[config.mk]
export PLATFORM = sky130hd
export DESIGN_NAME = mux_skid_n
export DESIGN_NICKNAME = d
export VERILOG_FILES = /design/src/rtl/mux_skid_n.sv
export SDC_FILE = /design/constraint.sdc
export NUM_CORES = 1
export LEC_CHECK = 0
export ABC_CLOCK_PERIOD_IN_PS = 6940
export CAP_MARGIN = 20
export CORE_UTILIZATION = 25
export CTS_CLUSTER_SIZE = 40
export DETAILED_ROUTE_END_ITERATION = 7
export PLACE_DENSITY = 0.52
export REMOVE_ABC_BUFFERS = 1
export SYNTH_ARGS = -nofsm -noshare
export SYNTH_HDL_FRONTEND = slang
export SYNTH_SLANG_ARGS = --single-unit
[constraint.sdc]
create_clock -name clk_i -period 6.94 [get_ports clk_i]
set_clock_uncertainty 0.15 [all_clocks]
set_input_delay 1.388 -clock clk_i [delete_from_list [all_inputs] [get_ports clk_i]]
set_output_delay 1.388 -clock clk_i [all_outputs]
set_load 0.01 [all_outputs]
[src/rtl/mux_skid_n.sv]
// N:1 word selector with a registered head and a 2-entry skid buffer.
// The selected word, its select index and an out-of-range flag are captured
// together on accept. They leave in strict FIFO order through a valid/ready
// handshake. in_ready_o depends only on state, so there is no combinational
// path from out_ready_i to in_ready_o.
module mux_skid_n #(
    parameter int unsigned WIDTH = 32,
    parameter int unsigned N     = 4,
    localparam int unsigned SW   = $clog2(N)
) (
    input  logic               clk_i,
    input  logic               rst_i,
    input  logic [N*WIDTH-1:0] d_i,
    input  logic [SW-1:0]      s_i,
    input  logic               in_valid_i,
    output logic               in_ready_o,
    input  logic               flush_i,
    output logic [WIDTH-1:0]   y_o,
    output logic [SW-1:0]      y_sel_o,
    output logic               sel_err_o,
    output logic               out_valid_o,
    input  logic               out_ready_i
);

    typedef enum logic [1:0] {StEmpty, StOne, StTwo} state_e;

    state_e           state_q, state_d;
    logic [WIDTH-1:0] head_data_q, head_data_d;
    logic [SW-1:0]    head_sel_q, head_sel_d;
    logic             head_err_q, head_err_d;
    logic [WIDTH-1:0] skid_data_q, skid_data_d;
    logic [SW-1:0]    skid_sel_q, skid_sel_d;
    logic             skid_err_q, skid_err_d;

    logic [WIDTH-1:0] cap_data;
    logic             cap_err;
    logic             accept;
    logic             pop;

    // Word select; out-of-range indices match no input and leave zero.
    always_comb begin
        cap_data = '0;
        for (int unsigned i = 0; i < N; i++) begin
            if (s_i == SW'(i)) begin
                cap_data = d_i[i*WIDTH +: WIDTH];
            end
        end
    end

    assign cap_err = (32'(s_i) >= N);
    assign accept  = in_valid_i & in_ready_o;
    assign pop     = out_valid_o & out_ready_i;

    // State register.
    always_ff @(posedge clk_i) begin
        if (rst_i) begin
            state_q <= StEmpty;
        end else begin
            state_q <= state_d;
        end
    end

    // Next-state logic; flush overrides any handshake in the same cycle.
    always_comb begin
        state_d = state_q;
        if (flush_i) begin
            state_d = StEmpty;
        end else begin
            unique case (state_q)
                StEmpty: if (accept) state_d = StOne;
                StOne: begin
                    if (accept && !pop) begin
                        state_d = StTwo;
                    end else if (!accept && pop) begin
                        state_d = StEmpty;
                    end
                end
                StTwo:   if (pop) state_d = StOne;
                default: state_d = StEmpty;
            endcase
        end
    end

    // Output decode from state only.
    always_comb begin
        out_valid_o = (state_q != StEmpty);
        in_ready_o  = (state_q != StTwo) & ~rst_i;
        y_o         = head_data_q;
        y_sel_o     = head_sel_q;
        sel_err_o   = head_err_q;
    end

    // Next head/skid contents; head only changes on fill, replace or skid promotion.
    always_comb begin
        head_data_d = head_data_q;
        head_sel_d  = head_sel_q;
        head_err_d  = head_err_q;
        skid_data_d = skid_data_q;
        skid_sel_d  = skid_sel_q;
        skid_err_d  = skid_err_q;
        if (flush_i) begin
            head_data_d = '0;
            head_sel_d  = '0;
            head_err_d  = 1'b0;
            skid_data_d = '0;
            skid_sel_d  = '0;
            skid_err_d  = 1'b0;
        end else begin
            unique case (state_q)
                StEmpty: begin
                    if (accept) begin
                        head_data_d = cap_data;
                        head_sel_d  = s_i;
                        head_err_d  = cap_err;
                    end
                end
                StOne: begin
                    if (accept && pop) begin
                        head_data_d = cap_data;
                        head_sel_d  = s_i;
                        head_err_d  = cap_err;
                    end else if (accept) begin
                        skid_data_d = cap_data;
                        skid_sel_d  = s_i;
                        skid_err_d  = cap_err;
                    end
                end
                StTwo: begin
                    if (pop) begin
                        head_data_d = skid_data_q;
                        head_sel_d  = skid_sel_q;
                        head_err_d  = skid_err_q;
                    end
                end
                default: ;
            endcase
        end
    end

    // Head and skid storage.
    always_ff @(posedge clk_i) begin
        if (rst_i) begin
            head_data_q <= '0;
            head_sel_q  <= '0;
            head_err_q  <= 1'b0;
            skid_data_q <= '0;
            skid_sel_q  <= '0;
            skid_err_q  <= 1'b0;
        end else begin
            head_data_q <= head_data_d;
            head_sel_q  <= head_sel_d;
            head_err_q  <= head_err_d;
            skid_data_q <= skid_data_d;
            skid_sel_q  <= skid_sel_d;
            skid_err_q  <= skid_err_d;
        end
    end

endmodule

# ---- Word-level counts from Yosys, hierarchy flattened
# Index checks and enable logic that the tools add are counted.
dict set report op_classes {
  addsub 0
  multipliers 0
  n_div 0
  magnitude_cmp 0
  eq_ne 10
  shift 0
  n_mux 21
  bitwise 5
  n_reduce_logical 13
}
# cell n
set op_table {}
lappend op_table {{$mux 32} 7}
lappend op_table {{$pmux 32 s3} 1}
lappend op_table {{$mux 2} 7}
lappend op_table {{$pmux 2 s3} 2}
lappend op_table {{$ne 2x2->1 const B} 4}
lappend op_table {{$eq 2x2->1 const B} 3}
lappend op_table {{$reduce_and 3->1} 2}
lappend op_table {{$eq 2x1->1 const B} 2}
lappend op_table {{$logic_not 2->1} 2}
lappend op_table {{$reduce_and 4->1} 1}
lappend op_table {{$and 1x1->1} 3}
lappend op_table {{$logic_and 1x1->1} 3}
lappend op_table {{$mux 1} 3}
lappend op_table {{$ne 3x3->1 const B} 1}
lappend op_table {{$pmux 1 s3} 1}
lappend op_table {{$reduce_bool 3->1} 1}
lappend op_table {{$logic_not 1->1} 2}
lappend op_table {{$not 1->1} 2}
lappend op_table {{$reduce_bool 2->1} 1}
lappend op_table {{$reduce_or 2->1} 1}
dict set report totals {
  regBits 71
  latch_bits 0
  ram_bits 0
  romBits 0
  inputBits 135
  output_inout_bits 37
  wordCells 55
  memories 0
}

# ---- Logic depth before layout (Yosys ltp)
dict set report logic_depth {
  depth_word 8
  depth_mapped 12
  mapped_depth_nobuf 7
}

# ---- Worst setup path before layout
# Ideal clock, no wire load.
dict set report synth_path {
  path_kind {input to output}
  start {input rst_i}
  end {output in_ready_o}
  arrival_time_ns 1.557
  required_ns 5.402
  path_slack_ns 3.845
  stages 1
  path_buffers 0
  path_cell_list {nor2_1}
}
dict set report synth_between {
  elab_chain_cells 2
}
# item line_no
set synth_rtl {}
lappend synth_rtl {{start: declaration} 12} ;# input logic rst_i,
lappend synth_rtl {{$not 1->1} 87} ;# in_ready_o = (state_q != StTwo) & ~rst_i;
lappend synth_rtl {{$and 1x1->1} 87}
lappend synth_rtl {{end: declaration} 16} ;# output logic in_ready_o,
# Every way passes these cells.

# ---- Final worst setup path
dict set report layout_path {
  start {input rst_i}
  end {register head_data_q[22], in the netlist y_o[22]}
}
dict set report layout_between {
  elab_chain_cells 6
  word_cells_on_any_way 8
  classes_between {2 x eq/ne; 3 x bitwise; 3 x reduce/logical}
}
# item line_no
set layout_rtl {}
lappend layout_rtl {{$not 1->1} 87}
lappend layout_rtl {{$and 1x1->1} 87}
lappend layout_rtl {{$and 1x1->1} 51} ;# assign accept = in_valid_i & in_ready_o;
lappend layout_rtl {{$logic_and 1x1->1} 118} ;# if (accept && pop) begin
lappend layout_rtl {{$ne 2x2->1 (no line)} --}
lappend layout_rtl {{$reduce_and 4->1 (no line)} --}
lappend layout_rtl {{end signal: assignment} 150} ;# head_data_q <= head_data_d;
lappend layout_rtl {{end: declaration} 28} ;# logic [WIDTH-1:0] head_data_q, head_data_d;
# Parallel ways exist; a longest one is shown, timed or not.
# A chain may end at the register's enable or synchronous reset.

==> results.json <==
{
  "status": "finished clean",
  "synth_top_family_by_area": "simple AND/OR/NAND/NOR gates",
  "setup_tns_ns": 0,
  "drv_cap": 0,
  "nets": 684,
  "first_pass_iters": 4,
  "use_met2_pct": 26.5,
  "grt_util_met1_pct": 17.6,
  "layout_common_cells": "clkdlybuf4s50_1, nand2_1, dfxtp_1",
  "wl_per_cell_um": 16.1,
  "syn_inst": 410,
  "final_cells": 739,
  "via_per_inst": 4.90,
  "yosys.cell_types.count": 24,
  "grt_max_degree": 71,
  "worstPathArrival_ns": 4.25,
  "final_common_cell": "clkdlybuf4s50_1",
  "cts_hold_buffers": 0,
  "reg2reg_slack_ns": 3.12,
  "synth_simple_gate_area_share_pct": 21.5,
  "grt_pass1_vias": 3697,
  "period_minus_slack_ns": 4.25,
  "p_leak_nw": 1.94,
  "gp_congestion": 0.696,
  "top_usage_layer": "met2",
  "synth.yosys.seq_area_share_pct": 36.0,
  "slew_violations": 0,
  "reg2reg_to": "y_o[26]",
  "synth_fa_ha_area_share_pct": 0.642,
  "die_x_um": 127,
  "worst_pin_slew_ns": 1.03,
  "power_density_mw_per_mm2": 184,
  "cts_made_buffers": 9,
  "ioPinCount": 172,
  "dr_total_vias": 3623,
  "postCtsSetupBuffers": 0,
  "syn_to_final_growth_pct": 52.6,
  "layout-drive-gt1-share_pct": 16.2,
  "postPlaceCellArea_mm2": 0.00564,
  "cp_num_cells": 6,
  "crit_path_end_kind": "register",
  "dieArea_mm2": 0.0161,
  "irDropWorstVdd_mv": 0.107,
  "route.detailed.drc": 0,
  "slew_headroom_pct": 31.4,
  "period_share_pct": 61.3,
  "rows": 45,
  "grt_use_total_pct": 15.1,
  "critPathKind": "in -> reg",
  "cp_top_family": "simple AND/OR/NAND/NOR gates",
  "cp_num_buf_inv": 1,
  "slowest_delay_ns": 0.92,
  "routed_wl_um": 11900,
  "synth_mux_area_share_pct": 18.5,
  "fin_area_mm2": 0.00594,
  "synth-xor-area-share_pct": 0,
  "grt_pass1_wl_um": 18900,
  "cts_tree": "built",
  "cts_htree_levels": 3,
  "setup_viol": 0,
  "crit_slowest_cell": "or3_2",
  "synth.cell_area_mm2": 0.00390,
  "grt_remaining_overflow": 0,
  "finalHoldViolations": 0,
  "cts.repair.resized": 0,
  "start_util_pct": 25.6,
  "r2r_cells": 6,
  "drt-initial-drc-count": 213,
  "dp.cells": 724,
  "clock-root-buffer": "clkbuf_16",
  "ys_ff_latch": 70,
  "critPathRequiredTime_ns": 6.93,
  "core-area_mm2": 0.0152,
  "crit_chain": "clkdlybuf4s50_1 > nor3b_1 > ha_1 > and3b_2 > or3_2 > a311oi_2",
  "dpl.hpwl_um": 7840,
  "synth_compound_area_share_pct": 17.3,
  "yosys_warnings": 0,
  "grt_util_met3_pct": 5.53,
  "syn_avg_cell_area_um2": 9.50,
  "clock.fmax_mhz": 235,
  "hold_path.class": "reg -> reg",
  "multi_input_area_mm2": 0.00227,
  "reg2reg_from": "state_q[1]",
  "fill_cells": 1514,
  "insertedDiodeCount": 0,
  "cp-start-kind": "input pin",
  "die_h_um": 127,
  "antenna_found_initial": 0,
  "rsz0062_at_grt": "false",
  "ant_nets": 0,
  "port_buffers": 170,
  "crit_path_end": "y_o[22]",
  "cts.sinks": 70,
  "critPathMaxFanout": 35,
  "cts_buffer_depth": 2,
  "clock_latency_ns": 0.32,
  "clk_pin_slew_worst_paths_ns": 0.05,
  "seqCellArea_mm2": 0.00140,
  "crit_start": "rst_i"
}
-- tightest hold or removal path, cell delays in order (launching register included) --
cell,delay [ns]
dfxtp_1,0.30
nand2_1,0.05
a21oi_1,0.05
-- final cells by class --
cell class	instances	area share, %
multi-input cells	290	38.2
flip-flops and latches	70	23.6
well taps	188	3.96
repair buffers	174	29.0
clock inverters	4	1.22
inverters	2	0.126
clock buffers	11	3.91
-- layer usage --
metal | part of all wire (%) | vias up
met2 | 49 | 120
met5 | 0 | -
li1 | - | 1775
met4 | 0.76 | 0
met1 | 42 | 1718
met3 | 8.2 | 10
-- cells by family after synthesis --
| logic type | Yosys count |
|---|---|
| buf+inv | 50 |
| other cells | 1 |
| compound gates | 70 |
| simple gates | 185 |
| mux | 32 |
| flops | 70 |
| fa+ha+maj | 2 |
-- flip-flops by register name, indices dropped and copies added, names as in the netlist --
name         flops
skid_data_q     32
skid_sel_q       2
state_q          2
y_o             32
y_sel_o          2
-- metrics by stage --
| step | total power [mW] | utilization [%] | setup WS [ns] | hold slack [ns] |
|---|---|---|---|---|
| 6_report | 1.10 | 39.1 | 2.69 | 0.304 |
| 5_1_grt | 1.14 | 39.1 | 2.45 | 0.319 |
| 4_1_cts | 1.11 | 39.1 | 2.68 | 0.306 |
| 3_5_place_dp | 0.632 | 37.1 | 2.36 | 0.297 |
| 3_3_place_gp | 0.628 | 37.1 | 2.46 | 0.292 |
| 2_1_floorplan | 0.512 | - | 2.78 | 0.287 |
-- where the power goes --
part / internal (mW) / total [mW] / leakage, nW / switching [mW]
Clock: 0.312 / 0.476 / 0.146 / 0.164
Combinational: 0.128 / 0.205 / 1.23 / 0.0777
Sequential: 0.410 / 0.415 / 0.567 / 0.00482
-- cell usage after synthesis --
| cell type | instances | area, µm² |
|---|---|---|
| ha_1 | 2 | 25.0 |
| inv_1 | 2 | 7.51 |
| or3_1 | 1 | 6.26 |
| mux4_2 | 32 | 721 |
| and3b_1 | 3 | 26.3 |
| o22a_1 | 1 | 8.76 |
| clkbuf_1 | 36 | 135 |
| dfxtp_1 | 70 | 1400 |
| nor2_1 | 3 | 11.3 |
| nor4b_4 | 1 | 23.8 |
| conb_1 | 1 | 3.75 |
| nand2_1 | 137 | 514 |
| nor2b_1 | 1 | 6.26 |
| a21oi_1 | 34 | 170 |
| nand3b_1 | 1 | 7.51 |
| a311oi_1 | 5 | 43.8 |
| a311oi_2 | 30 | 450 |
| buf_2 | 6 | 30.0 |
| nor4_1 | 34 | 213 |
| or2_2 | 2 | 12.5 |
| buf_4 | 1 | 7.51 |
| or2b_1 | 1 | 7.51 |
| buf_6 | 5 | 56.3 |
| nor3b_1 | 1 | 7.51 |
-- worst min path at each step --
stage,start,endpoint,depth (start not counted)
6_report,skid_sel_q[0],skid_sel_q[0],2
3_3_place_gp,skid_data_q[26],skid_data_q[26],2
5_1_grt,skid_data_q[10],skid_data_q[10],2
4_1_cts,skid_sel_q[0],skid_sel_q[0],2
3_5_place_dp,skid_data_q[27],skid_data_q[27],2
2_1_floorplan,skid_data_q[0],skid_data_q[0],2
No activity file was read; power rests on OpenSTA's default activity.
